`config.mk`:
```
export PLATFORM = sky130hd
export DESIGN_NAME = ppu_oam_dma
export DESIGN_NICKNAME = d
export VERILOG_FILES = /design/src/rtl/ppu_oam_dma.sv
export SDC_FILE = /design/constraint.sdc
export NUM_CORES = 1
export LEC_CHECK = 0
export ABC_AREA = 1
export CELL_PAD_IN_SITES_DETAIL_PLACEMENT = 0
export CELL_PAD_IN_SITES_GLOBAL_PLACEMENT = 1
export CORE_ASPECT_RATIO = 0.6
export CORE_MARGIN = 2
export CORE_UTILIZATION = 29
export DETAILED_ROUTE_END_ITERATION = 6
export PLACE_DENSITY = 0.79
export SETUP_SLACK_MARGIN = 0.4
export SLEW_MARGIN = 40
export SYNTH_ARGS = -nofsm -noshare
export SYNTH_HDL_FRONTEND = slang
export SYNTH_SLANG_ARGS = --single-unit
```
`constraint.sdc`:
```
create_clock -name CLK -period 1.8 [get_ports CLK]
set_input_delay 0.27 -clock CLK [delete_from_list [all_inputs] [get_ports CLK]]
set_output_delay 0.27 -clock CLK [all_outputs]
set_load 0.005 [all_outputs]
```
`src/rtl/ppu_oam_dma.sv`:
```
// ppu_oam_dma -- sprite DMA engine feeding the PPU's CPU register port.
//
// A CPU write to $4014 halts the CPU and copies page {cpu_wdata, 8'h00..8'hFF}
// from the CPU bus into OAMDATA ($2004), one byte per read/write CPU-cycle
// pair, with an optional alignment cycle so that every read lands on an even
// CPU cycle (513 or 514 halted CPU cycles in total).
//
// Ports:
//   CLK, RESET        system clock, asynchronous active-high reset
//   cpu_cycle_en      one-CLK strobe on the last CLK of each CPU cycle
//   cpu_addr/wdata/w  CPU bus write snoop (trigger on $4014)
//   cpu_halt          high while the DMA owns the bus
//   mem_addr/mem_rd   DMA source read request
//   mem_rdata         read data, valid at the cpu_cycle_en edge of a read cycle
//   ppu_addr/data/w   PPU register write port (OAMDATA during WRITE)
//   dma_done          one-CLK pulse as the transfer completes
module ppu_oam_dma (
  input  logic        CLK,
  input  logic        RESET,
  input  logic        cpu_cycle_en,
  input  logic [15:0] cpu_addr,
  input  logic [7:0]  cpu_wdata,
  input  logic        cpu_w,
  output logic        cpu_halt,
  output logic [15:0] mem_addr,
  output logic        mem_rd,
  input  logic [7:0]  mem_rdata,
  output logic [2:0]  ppu_addr,
  output logic [7:0]  ppu_data,
  output logic        ppu_w,
  output logic        dma_done
);

  typedef enum logic [2:0] {
    S_IDLE  = 3'd0,
    S_HALT  = 3'd1,
    S_ALIGN = 3'd2,
    S_READ  = 3'd3,
    S_WRITE = 3'd4
  } state_t;

  state_t      state_q, state_d;
  logic [7:0]  page_q, page_d;
  logic [7:0]  idx_q, idx_d;
  logic [7:0]  data_q, data_d;
  logic        parity_q, parity_d;
  logic        done_q, done_d;

  always_ff @(posedge CLK or posedge RESET) begin
    if (RESET) begin
      state_q  <= S_IDLE;
      page_q   <= 8'h00;
      idx_q    <= 8'h00;
      data_q   <= 8'h00;
      parity_q <= 1'b0;
      done_q   <= 1'b0;
    end else begin
      state_q  <= state_d;
      page_q   <= page_d;
      idx_q    <= idx_d;
      data_q   <= data_d;
      parity_q <= parity_d;
      done_q   <= done_d;
    end
  end

  always_comb begin
    state_d  = state_q;
    page_d   = page_q;
    idx_d    = idx_q;
    data_d   = data_q;
    parity_d = parity_q;
    // done is evaluated every CLK so the pulse lasts exactly one CLK even
    // when CPU cycles span several CLKs.
    done_d   = 1'b0;
    if (cpu_cycle_en) begin
      parity_d = ~parity_q;
      unique case (state_q)
        S_IDLE: begin
          if (cpu_w && (cpu_addr == 16'h4014)) begin
            state_d = S_HALT;
            page_d  = cpu_wdata;
            idx_d   = 8'h00;
          end
        end
        // An odd halt cycle is already followed by an even one; an even halt
        // cycle needs one extra cycle so reads stay on even cycles.
        S_HALT:  state_d = parity_q ? S_READ : S_ALIGN;
        S_ALIGN: state_d = S_READ;
        S_READ: begin
          data_d  = mem_rdata;
          state_d = S_WRITE;
        end
        S_WRITE: begin
          if (idx_q == 8'hFF) begin
            state_d = S_IDLE;
            idx_d   = 8'h00;
            done_d  = 1'b1;
          end else begin
            idx_d   = idx_q + 8'd1;
            state_d = S_READ;
          end
        end
        default: state_d = S_IDLE;
      endcase
    end
  end

  assign cpu_halt = (state_q != S_IDLE);
  assign mem_rd   = (state_q == S_READ);
  assign mem_addr = (state_q == S_READ) ? {page_q, idx_q} : 16'h0000;
  assign ppu_addr = (state_q == S_WRITE) ? 3'd4 : 3'd0;
  assign ppu_data = (state_q == S_WRITE) ? data_q : 8'h00;
  // Qualified with the enable so the PPU sees a single-CLK write per byte.
  assign ppu_w    = (state_q == S_WRITE) && cpu_cycle_en;
  assign dma_done = done_q;

endmodule

```
==> results.txt, run 1 <==
- Crit-path leading delay family: buffers and inverters
* Post-detailed-placement half-perimeter wirelength: around 3500 um
* Fraction of synthesis flops using an asynchronous set or reset pin: 100%
- Endpoints failing hold: 0
- Area of the die: roughly 6300 um2
- Congestion Overflow GR: 0
- Internal Power: 0.00188 W
* Aggregate routed wire length: 5180 um
- The floorplan has 21 rows.
- Portion of the post-synthesis area used by sequential elements: 43.9%
* Number of cell instances on the worst register-to-register path: 10
* Remaining antenna violation count after routing: 0
- Commonest cells post-synth: sky130_fd_sc_hd__nand2_1 (58), sky130_fd_sc_hd__nor2_1 (51), sky130_fd_sc_hd__inv_1 (36)
* Count of distinct cell types in the synthesized netlist: 27
- Total power density per cell area: slightly above 1000 nW/um2
- Counting both buffers and inverters, the worst setup path holds a total of 4.
- RSZ-0062 raised after global routing: true
- Stages on the worst setup path: 7
- Cells with a size suffix above 1 make up between 30% and 40% of the layout.
- At the end of the flow, the number of nets in the layout was between 300 and 400.
- The run finished with clean final reports.
* Initial detailed-routing violation count: 80
- DRC violations left: 0
- Counting every sink on the clock net gives 29.
* All-Layer GR Usage: around 16%
- Yosys attributes the largest share of cell area to sky130_fd_sc_hd__dfrtp_1 (44%), sky130_fd_sc_hd__nand2_1 (13%), sky130_fd_sc_hd__nor2_1 (12%).
* Post-synthesis area per instance: ~7 um2
- In this run, the combinational gates consume 51.2% of the power.
- Die boundary width: between 100 and 150 um
* N_diodes: 0
- Sequential cells account for a little under 30% of the total power.
* Lkg Pwr: between 1 and 1.5 nW
- The floorplan step defined a core boundary enclosing around 5500 um2.
- H-tree levels: 2
- Worst path slowest cell: sky130_fd_sc_hd__dfrtp_1
* Arrival @ worst endpoint: 1.43 ns
- Adding up every negative setup slack in the final design gives 0 ns.
- Synthesis-to-layout area growth: 77.9%
- Post-Synthesis Cell Area: between 1500 and 2000 um2
* Latest clock arrival within the worst-skew pair: about 0.28 ns
* Max-slew violation total from the final report: 0
- Final period util: 94.3%
- For the worst setup path, the data required time is between 1.5 and 2 ns.
* Initial antenna violation count: 0
- The startpoint identified for the worst register-to-register timing path is state_q[0].
- Before antenna repair, the detailed router went through 4 iterations.
- In this run the worst setup path begins at state_q[0].
* Relative contribution of the clock network to total power: between 10% and 20%
- GP Congestion: a little under 0.8
* Tightest Hold Check Type: primary input to async pin
- The worst setup path is launched from a flop.
* Final-report setup violation count: 0
- Category of the most critical setup path: flop to output pin
* R2R Setup Slk: ~0.36 ns
- The worst setup path is captured at an output pin.
* Filler Cells Inserted: 531
- Peak supply drop: 0.460 mV
- Net switching is between 30% and 40% of the power.
* Most frequent cell after synthesis: sky130_fd_sc_hd__nand2_1
- In this run the power spent charging and discharging nets is 0.00113 W.
- During synthesis, Yosys emitted a total of 0 warnings.
* Die boundary height: 62.5 um
- The root buffer cell chosen for the clock tree is sky130_fd_sc_hd__clkbuf_8.
- Wire length of the first global-routing pass: 8070 um
- Flip-flop and latch count after synthesis: 29
- TritonCTS built the clock tree.
- Leading register cell type out of synthesis: sky130_fd_sc_hd__dfrtp_1
* Number of CTS-inserted buffers: 5
- Number of enable-type register cells in the synthesized netlist: 0
* Number of vias in the routed layout: ~1800
- Synth Instances: around 240
- By instance count, the cell type seen most on the critical path is sky130_fd_sc_hd__nor2_4.
- Area share of the leading cell type in the synthesized netlist: between 40% and 50%
* Setup Skew: ~0.0067 ns
- Slowest Stage Delay on Critical Path: ~0.39 ns
* Max Fanout on Critical Path: 7
- Clock-pin slew on the worst setup and hold paths: 0.06 ns
- Max-cap viol count: 0
- For this configuration, the core starts out at a cell density of ~30%.
* Peak clock frequency supported by timing: 589 MHz
* Largest net degree at the start of global routing: 30
- Critical-path cell list: buf_4 > nor2_4 > nand2_1 > buf_6 > buf_8 > nor2_4 > buf_2
- In this run the tool buffered the top-level ports with 64 buffer cells.
- Counting I/O delays and the setup requirement, the final critical path takes between 1.5 and 2 ns.
- Per-cell routed wire length: 12.4 um
- The design draws 0.00300 W.
- Maximum clock insertion buffer count: 2
- Vias in the first global route: approximately 1700
* I/O pins: 67
- Cell taking the most area after synthesis: sky130_fd_sc_hd__dfrtp_1
* Vias per cell: between 4 and 5
[layer usage]
layer / wire (um) / vias to the layer above / GRT usage, % / part of all wire, %
li1: - / 926 / - / -
met5: 0 / - / 0 / 0
met1: 2490 / 844 / 23.7 / 48
met2: 2280 / 56 / 23.5 / 44
met4: 4 / 0 / 2.53 / 0.077
met3: 405 / 2 / 4.81 / 7.8
[tightest hold or removal path, delay by kind of cell]
family	cells	cell delay, ns
buf+inv	3	0.79
[power by group through the flow]
stage,combinational (W),sequential [W],clock [W]
final,0.00154,0.000871,0.000597
after global placement,0.00110,0.000869,0
after detailed placement,0.00111,0.000877,0
after CTS,0.00127,0.000865,0.000610
after global routing,0.00168,0.000888,0.000644
after floorplan,0.000547,0.000875,0
[state kept, by name, indices dropped and copies added, names as in the netlist]
name and flops:
data_q 8, dma_done 1, idx_q 8, page_q 8, parity_q 1, state_q 3
[cells in the final DEF, fill, tap and decap left out, drive strengths merged, types with 9 or more instances in the layout]
| master | instances |
|---|---|
| inv | 38 |
| nand2 | 60 |
| nand3 | 16 |
| clkbuf | 9 |
| nor2 | 52 |
| buf | 62 |
| a21oi | 9 |
| clkdlybuf4s50 | 34 |
| nand4 | 11 |
| dfrtp | 29 |
[per-stage QoR]
step	utilization, %	instances	hold slack [ns]	worst slack, ns	cell area (um2)
global placement	45.6	396	0.457	0.0716	2530
global route	53.0	418	0.408	0.0268	2940
CTS	47.8	414	0.388	0.0839	2650
detailed placement	45.6	396	0.460	0.0276	2530
finish	53.0	418	0.372	0.103	2940
floorplan	-	238	0.348	0.406	1660
[cell families after synthesis]
family	after synthesis	synth area share, %
AND/OR/NAND/NOR	145	38.3
buffers and inverters	46	11.5
flip-flops	29	43.9
AO/OA/AOI/OAI	12	3.64
XOR/XNOR	3	1.59
adder cells (fa/ha/maj)	1	0.757
other	1	0.227
[path summary, 6_finish.rpt]
path	to
setup / recovery	ppu_data[7]
hold / removal	data_q[2]
hold reg to reg	page_q[0]
min in group CLK	dma_done
max in group asynchronous	state_q[1]
setup reg to reg	idx_q[0]
[area by class of cell]
| type | instances | area (um2) | share of cell area [%] |
|---|---|---|---|
| Inverter | 38 | 143 | 4.86 |
| Timing Repair Buffer | 100 | 891 | 30.3 |
| Tap cell | 80 | 100 | 3.41 |
| Clock inverter | 1 | 5.00 | 0.170 |
| Clock buffer | 7 | 96.3 | 3.28 |
| Multi-Input combinational cell | 163 | 976 | 33.2 |
| Sequential cell | 29 | 727 | 24.7 |
[timing repair]
action,in CTS,in global routing
endpoints found under the setup margin,38,57
pin swaps,5,8
buffers inserted,9,2
hold buffers,0,0
resized for setup,137,63
gates cloned,1,2
(Power assumes the default switching activity.)
==> inputs of run 2 (changes only) <==
- MAX_ROUTING_LAYER: unset -> met4
- SETUP_SLACK_MARGIN: 0.4 -> 0.15
==> run 2 against run 1 <==
  * Clock-buffer cell count did not move
  * First-iteration DRC count shrank 29%
  * Via count shrank 2.1%
  * Largest power group unchanged
  * Wire length is 6.6% lower
  * Hold slack lost 0.015 ns
  * Worst setup slack got worse by 0.015 ns
  * Clock skew is 0.0025 ns higher
  * Die area did not move
  * Sequential share of layout area rose by 2.1 points
  * Critical endpoint is now mem_addr[7]
  * Final cell count shrank 1.4%
  * Register-to-register slack lost 0.06 ns
==> results.txt, run 2 (synthesized netlist as in run 1, its figures left out) <==
* Critical-path cell list: inv_2 > nor3_4 > inv_2 > buf_6 > clkbuf_16 > nor2_2 > buf_2
- Number of CTS-inserted buffers: 5 (unchanged)
* Area of the die: 6330 um2 (unchanged)
- The global placement routability congestion came to 0.797 (+1.4%).
- Vias in the first global route: 1608 (-3.1%)
- CTS tree: done
- Maximum clock insertion buffer count: 2 (unchanged)
- Congestion Overflow GR: 0 (unchanged)
- The ratio of cells with drive above 1 in the final layout was 29.2% (-8.7 points).
- The total number of clock tree sinks was 29 (unchanged).
- The worst setup path is captured at an output pin.
- Endpoint required time on the critical path: 1.53 ns (about the same)
- The finished layout cell area was 2710 um2 (-7.7%).
* Number of buffers and inverters on the critical path: 5 (+1)
- Final-report setup violation count: 0 (unchanged)
* Synthesis-to-layout area growth: 64.2%
- The top-level I/O count came to 67 (unchanged).
* Run status: finished clean
- The cell that appears most often on the critical path is sky130_fd_sc_hd__inv_2.
* Net total in the final layout: 368 (-1.6%)
- The slowest stage of the critical path is the sky130_fd_sc_hd__dfrtp_1 cell.
- GR met2 Demand/Resource: 22.4% (-1.2 points)
- Initial Utilization: 29.8% (unchanged)
- DRC violations left: 0 (unchanged)
- Remaining antenna violation count after routing: 0 (unchanged)
- All-Layer GR Usage: 15.9% (-0.13 points)
- The final-layout fill cell count is 530 (-0.19%).
- Clock-pin slew on the worst setup and hold paths: 0.06 ns (about the same)
- The ratio of routed vias to standard cells is 4.34 (-0.71%).
* Latest clock arrival within the worst-skew pair: 0.28 ns (about the same)
- Pre-Repair DR Iteration Count: 4 (unchanged)
- The total leakage power was 1.37 nW (-5.7%).
* Total power density per cell area: 1040 nW/um2 (+1.9%)
* Setup TNS Final: 0 ns (unchanged)
- Die boundary height: 62.5 um (unchanged)
- The violation count after the first detailed-route iteration was 57 (-29%).
- Biggest regs: data_q: 8 flops, idx_q: 8 flops, page_q: 8 flops
- The worst setup path is of the flop to output pin kind.
- The library cell used most frequently in the layout, excluding fill and tap cells, is sky130_fd_sc_hd__nand2_1.
- In this run the most used layer during global routing was met1.
- The routing usage on met3 was 4.70% (-0.11 points).
- The mean routed wirelength per cell came to 11.7 um (-5.3%).
* Peak supply drop: 0.542 mV (+18%)
- The total wirelength of the detailed-routed design was 4840 um (-6.6%).
* Initial antenna violation count: 0 (unchanged)
* Final period util: 95.1% (+0.82 points)
- Crit-path leading delay family: buffers and inverters
- CTS placed an instance of sky130_fd_sc_hd__clkbuf_8 at the clock tree root.
* Instance area at placement: 2530 um2 (unchanged)
* Final Core Density: 48.9% (-4.1 points)
- Post-detailed-placement half-perimeter wirelength: 3470 um (unchanged)
- STA classifies the critical path startpoint as a flop.
* GR met1 Demand/Resource: 23.0% (-0.63 points)
* Max-slew violation total from the final report: 0 (unchanged)
* Slowest Stage Delay on Critical Path: 0.38 ns (about the same)
- The width of the chip is 101 um (unchanged).
* N_diodes: 0 (unchanged)
- Tightest Hold Check Type: primary input to async pin
- H-tree levels: 2 (unchanged)
- Setup repair after global routing could not meet its margin everywhere.
* Final Critical Period: 1.71 ns (+0.0147 ns)
* Setup Skew: 0.00921 ns (+0.00255 ns)
* Commonest non-fill, non-tap cells in the layout: sky130_fd_sc_hd__nand2_1 (57), sky130_fd_sc_hd__clkdlybuf4s50_1 (36), sky130_fd_sc_hd__inv_1 (33), sky130_fd_sc_hd__nor2_1 (31), sky130_fd_sc_hd__dfrtp_1 (28)
- The max-capacitance violation count was 0 (unchanged).
* Number of vias in the routed layout: 1789 (-2.1%)
- Peak clock frequency supported by timing: 584 MHz (-0.86%)
- The post-route worst hold slack is 0.357 ns (-0.0149 ns).
- Max Fanout on Critical Path: 6 (-1)
* Core region area: 5540 um2 (unchanged)
- Port buffer count: 64 (unchanged)
- Largest net degree at the start of global routing: 30 (unchanged)
* Wire length of the first global-routing pass: 7780 um (-3.7%)
- The number of rows in the core area came to 21 (unchanged).
* Arrival @ worst endpoint: 1.44 ns (about the same)
- The final number of hold-violating endpoints came to 0 (unchanged).
-- run 2: changes by cell type in the layout (fill, tap and decap cells not counted), moves of 4 or more --
cell / change
sky130_fd_sc_hd__clkbuf_2: +4
sky130_fd_sc_hd__a21oi_1: +4
sky130_fd_sc_hd__buf_6: -4
sky130_fd_sc_hd__nor2_1: +11
sky130_fd_sc_hd__nor2_2: -5
sky130_fd_sc_hd__nor2_4: -6
sky130_fd_sc_hd__nand2_1: +4
sky130_fd_sc_hd__a21oi_2: -4
sky130_fd_sc_hd__nand2_4: -4
sky130_fd_sc_hd__buf_2: -4
-- run 2: through the flow --
stage | setup slack (ns) | power, W | cells
floorplan | 0.406 | 0.00142 | 238
global placement | 0.0716 | 0.00197 | 396
detailed placement | 0.0276 | 0.00199 | 396
CTS | -0.000837 | 0.00262 | 409
global route | 0.0334 | 0.00302 | 412
finish | 0.0882 | 0.00283 | 412
-- run 2: timing repair --
action / CTS / global route
pin swaps: 3 / 2
endpoints found under the setup margin: 28 / 32
resized for setup: 96 / 57
cloned: 0 / 1
setup buffers: 5 / 2
hold buffers: 0 / 0
-- run 2: power by group --
| part | leakage [nW] | switching, W | total, W | internal, W |
|---|---|---|---|---|
| Clock | 0.0542 | 0.000261 | 0.000606 | 0.000345 |
| Sequential | 0.372 | 0.0000745 | 0.000875 | 0.000801 |
| Combinational | 0.947 | 0.000720 | 0.00134 | 0.000624 |
| Total | 1.37 | 0.00106 | 0.00283 | 0.00177 |
-- run 2: path summary, 6_finish.rpt --
kind                       startpoint  cells after the start           to  slack, ns
max                        state_q[0]                      7  mem_addr[7]       0.09
min                             RESET                      3    data_q[2]       0.36
max reg2reg                state_q[0]                      9    data_q[7]       0.30
min reg2reg                 page_q[0]                      2    page_q[0]       0.47
max in group asynchronous       RESET                      3   state_q[1]       1.13
min in group CLK            page_q[0]                      2    page_q[0]       0.47
-- run 2: layout make-up --
type	instances	area [um2]	area share, %
multi-input cells	163	843	31.1
flip-flops and latches	29	727	26.8
inverters	38	143	5.26
well taps	80	100	3.69
clock inverters	1	5.00	0.185
repair buffers	94	797	29.4
clock buffers	7	96.3	3.55
-- run 2: tightest hold or removal path: cells and delay by family --
family	cells	cell delay [ns]
buffers and inverters	3	0.79
-- run 2: routing by layer --
layer / share of wire (%) / up-vias
met2: 42 / 69
met3: 9.8 / 2
met1: 48 / 803
met4: 0.29 / 0
met5: 0 / -
li1: - / 915
==> inputs of run 3 (changes only) <==
- CORE_UTILIZATION: 29 -> 30
- CTS_BUF_LIST: unset -> sky130_fd_sc_hd__clkbuf_4 sky130_fd_sc_hd__clkbuf_8
- PLACE_DENSITY: 0.79 -> 0.81
==> run 3 against run 2 <==
  * Sequential power fell by 0.8%
  * Non-clock buffer count fell by 2
  * Utilization rose by 3.4 points
  * Critical path type unchanged
  * Clock power rose by 18%
  * Flip-flop and latch count did not move
  * Sequential share of layout area barely moved
  * Clock-buffer cell count did not move
  * Combinational power barely moved
  * Highest routed layer unchanged
  * Critical path depth fell by 1
==> results.txt, run 3 (synthesized netlist as in run 1, its figures left out) <==
- The width of the chip was 99.8 um (-1.6%).
* Lkg Pwr: 1.37 nW (-0.27%)
- Internal Power: 0.00189 W (+7.0%)
* Endpoints failing hold: 0 (unchanged)
* Clock sink total: 29 (unchanged)
* Tightest Hold Check Type: primary input to async pin
- Initial antenna violation count: 0 (unchanged)
- The largest registers in the layout are data_q: 8 flops, idx_q: 8 flops, page_q: 8 flops.
* Proportion of power drawn by combinational gates: 45.9% (-1.7 points)
- Part of the total power dissipated in sequential elements: 29.6% (-1.4 points)
- Run status: finished clean
* Largest net degree at the start of global routing: 30 (unchanged)
- The number of buffers added to fix hold violations after cts is 0 (unchanged).
* Number of cell instances on the worst register-to-register path: 8 (-1)
- Endpoint required time on the critical path: 1.53 ns (about the same)
* Initial detailed-routing violation count: 71 (+25%)
* Arrival @ worst endpoint: 1.39 ns (-0.05 ns)
- Post-detailed-placement half-perimeter wirelength: 3380 um (-2.6%)
- The max-capacitance violation count came to 0 (unchanged).
- The library cell used most frequently in the layout, excluding fill and tap cells, is sky130_fd_sc_hd__nand2_1.
- Number of vias in the routed layout: 1726 (-3.5%)
- The initial core utilization was 31.9% (+2.1 points).
- H-tree levels: 2 (unchanged)
- Setup TNS Final: 0 ns (unchanged)
- Final-report setup violation count: 0 (unchanged)
- The chip height is 61.5 um (-1.6%).
* Core region area: 5180 um2 (-6.6%)
- The final net count was 366 (-0.54%).
- Layout cells sized above 1: 28.5% (-0.73 points)
* Clock-pin slew on the worst setup and hold paths: 0.06 ns (about the same)
* Peak clock frequency supported by timing: 603 MHz (+3.1%)
- Max-slew violation total from the final report: 0 (unchanged)
- The number of nets with antenna violations after detailed routing was 0 (unchanged).
- Area of the die: 6130 um2 (-3.2%)
* R2R Setup Slk: 0.34 ns (+0.04 ns)
* Instance area at placement: 2500 um2 (-0.99%)
* All-Layer GR Usage: 16.3% (+0.43 points)
* Vias per cell: 4.36 (+0.38%)
- The share of the clock period used by the worst path after layout came to 92.2% (-2.9 points).
- The highest fanout seen on the critical path came to 5 (-1).
- Setup repair after global routing could not meet its margin everywhere.
- Post-route design area: 2710 um2 (unchanged)
* Switching share of total power: 35.5% (-1.9 points)
- Area taken by flip-flops and latches: 726 um2 (-0.17%)
* Category of the most critical setup path: flop to output pin
- The top-level I/O count is 67 (unchanged).
- The clock network fraction of total power is 24.5% (+3.0 points).
- The top cell types in the final layout, fill and taps aside, are sky130_fd_sc_hd__nand2_1 (56), sky130_fd_sc_hd__clkdlybuf4s50_1 (36), sky130_fd_sc_hd__inv_1 (35), sky130_fd_sc_hd__nor2_1 (29), sky130_fd_sc_hd__dfrtp_1 (29).
* Final Critical Period: 1.66 ns (-0.0521 ns)
* Reg-to-reg critical path startpoint: idx_q[1]
- The total wirelength of the detailed-routed design was 4640 um (-4.1%).
* Per-cell routed wire length: 11.7 um (-0.26%)
* Congestion Overflow GR: 0 (unchanged)
* Maximum clock insertion buffer count: 2 (unchanged)
* Number of CTS-inserted buffers: 5 (unchanged)
- The count of input and output buffers was 64 (unchanged).
* Wire length of the first global-routing pass: 7330 um (-5.8%)
- The clock latency at the later pin of the worst-skew pair came to 0.28 ns (about the same).
* Peak supply drop: 0.386 mV (-29%)
- Total area of multi-input combinational cells: 860 um2 (+1.9%)
* Total power consumption of the routed design: 0.00294 W (+3.9%)
* N_diodes: 0 (unchanged)
- Pre-Repair DR Iteration Count: 4 (unchanged)
- The global placement routability congestion was 0.823 (+3.2%).
- TritonCTS built the clock tree.
* Setup Skew: 0.00902 ns (-0.000189 ns)
- Endpoint class of the critical path: output pin
- The area growth from synthesis to layout was 64.2% (unchanged).
- STA classifies the critical path startpoint as a flop.
- CTS placed an instance of sky130_fd_sc_hd__clkbuf_8 at the clock tree root.
- Vias in the first global route: 1525 (-5.2%)
- NetSw: 0.00104 W (-1.3%)
- The power density over the cells came to 1080 nW/um2 (+3.9%).
- Standard-cell rows: 20 (-4.8%)
* DRC violations left: 0 (unchanged)
- Endpoint of the worst-slack reg-to-reg timing path: state_q[1]
- The final-layout fill cell count is 518 (-2.3%).
## run 3: changes by cell type in the layout (fill, tap and decap cells not counted), moves of 2 or more
cell,before,now
sky130_fd_sc_hd__nor2_4,9,12
sky130_fd_sc_hd__buf_6,5,2
sky130_fd_sc_hd__inv_1,33,35
sky130_fd_sc_hd__inv_2,4,2
sky130_fd_sc_hd__nor2_1,31,29
## run 3: timing repair
| item | 4_1_cts | 5_1_grt |
|---|---|---|
| buffers inserted | 1 | 5 |
| resized for setup | 82 | 70 |
| cloned | 0 | 1 |
| setup endpoints to repair | 28 | 33 |
| pin swaps | 3 | 3 |
## run 3: worst max path at each step
stage	startpoint	end	slack, ns	depth (start not counted)
floorplan	state_q[0]	mem_addr[10]	0.41	5
global placement	cpu_cycle_en	idx_q[5]	0.08	9
detailed placement	cpu_cycle_en	idx_q[2]	0.03	9
CTS	state_q[1]	mem_addr[6]	0.02	6
global route	state_q[0]	ppu_data[1]	0.07	6
finish	state_q[0]	ppu_data[5]	0.14	6
## run 3: power by group through the flow
stage               sequential (W)  combinational (W)  clock, W
global placement          0.000871            0.00108         0
detailed placement        0.000873            0.00109         0
CTS                       0.000866            0.00111  0.000729
floorplan                 0.000875           0.000547         0
global route              0.000884            0.00149  0.000754
finish                    0.000868            0.00135  0.000718
## run 3: critical path, cell delays in order (launching register included)
cell and delay [ns]:
sky130_fd_sc_hd__dfrtp_1 0.41, sky130_fd_sc_hd__nor2_2 0.15, sky130_fd_sc_hd__nand2_1 0.07, sky130_fd_sc_hd__buf_6 0.14, sky130_fd_sc_hd__clkbuf_16 0.15, sky130_fd_sc_hd__nor2_2 0.07
sky130_fd_sc_hd__buf_2 0.11
## run 3: final cells by class
type | count | share of cell area, %
repair buffers | 92 | 28.8
multi-input cells | 163 | 31.7
clock buffers | 7 | 3.32
well taps | 66 | 3.05
flip-flops and latches | 29 | 26.8
inverters | 38 | 5.26
clock inverters | 1 | 1.11
## run 3: metrics by stage
| stage | hold slack, ns | setup slack [ns] | instances | utilization, % |
|---|---|---|---|---|
| after floorplan | 0.348 | 0.406 | 238 | - |
| after global placement | 0.455 | 0.0778 | 381 | 48.3 |
| after detailed placement | 0.458 | 0.0336 | 381 | 48.3 |
| after CTS | 0.375 | 0.0163 | 390 | 51.6 |
| after global routing | 0.412 | 0.0680 | 396 | 52.3 |
| final | 0.364 | 0.140 | 396 | 52.3 |
## run 3: routing by layer
layer | vias to the layer above | GRT usage, % | share of wire (%)
met3 | 5 | 5.33 | 8.8
met5 | - | - | 0
met1 | 760 | 23.0 | 52
met2 | 58 | 21.9 | 38
li1 | 903 | - | -
met4 | 0 | 5.28 | 0.99
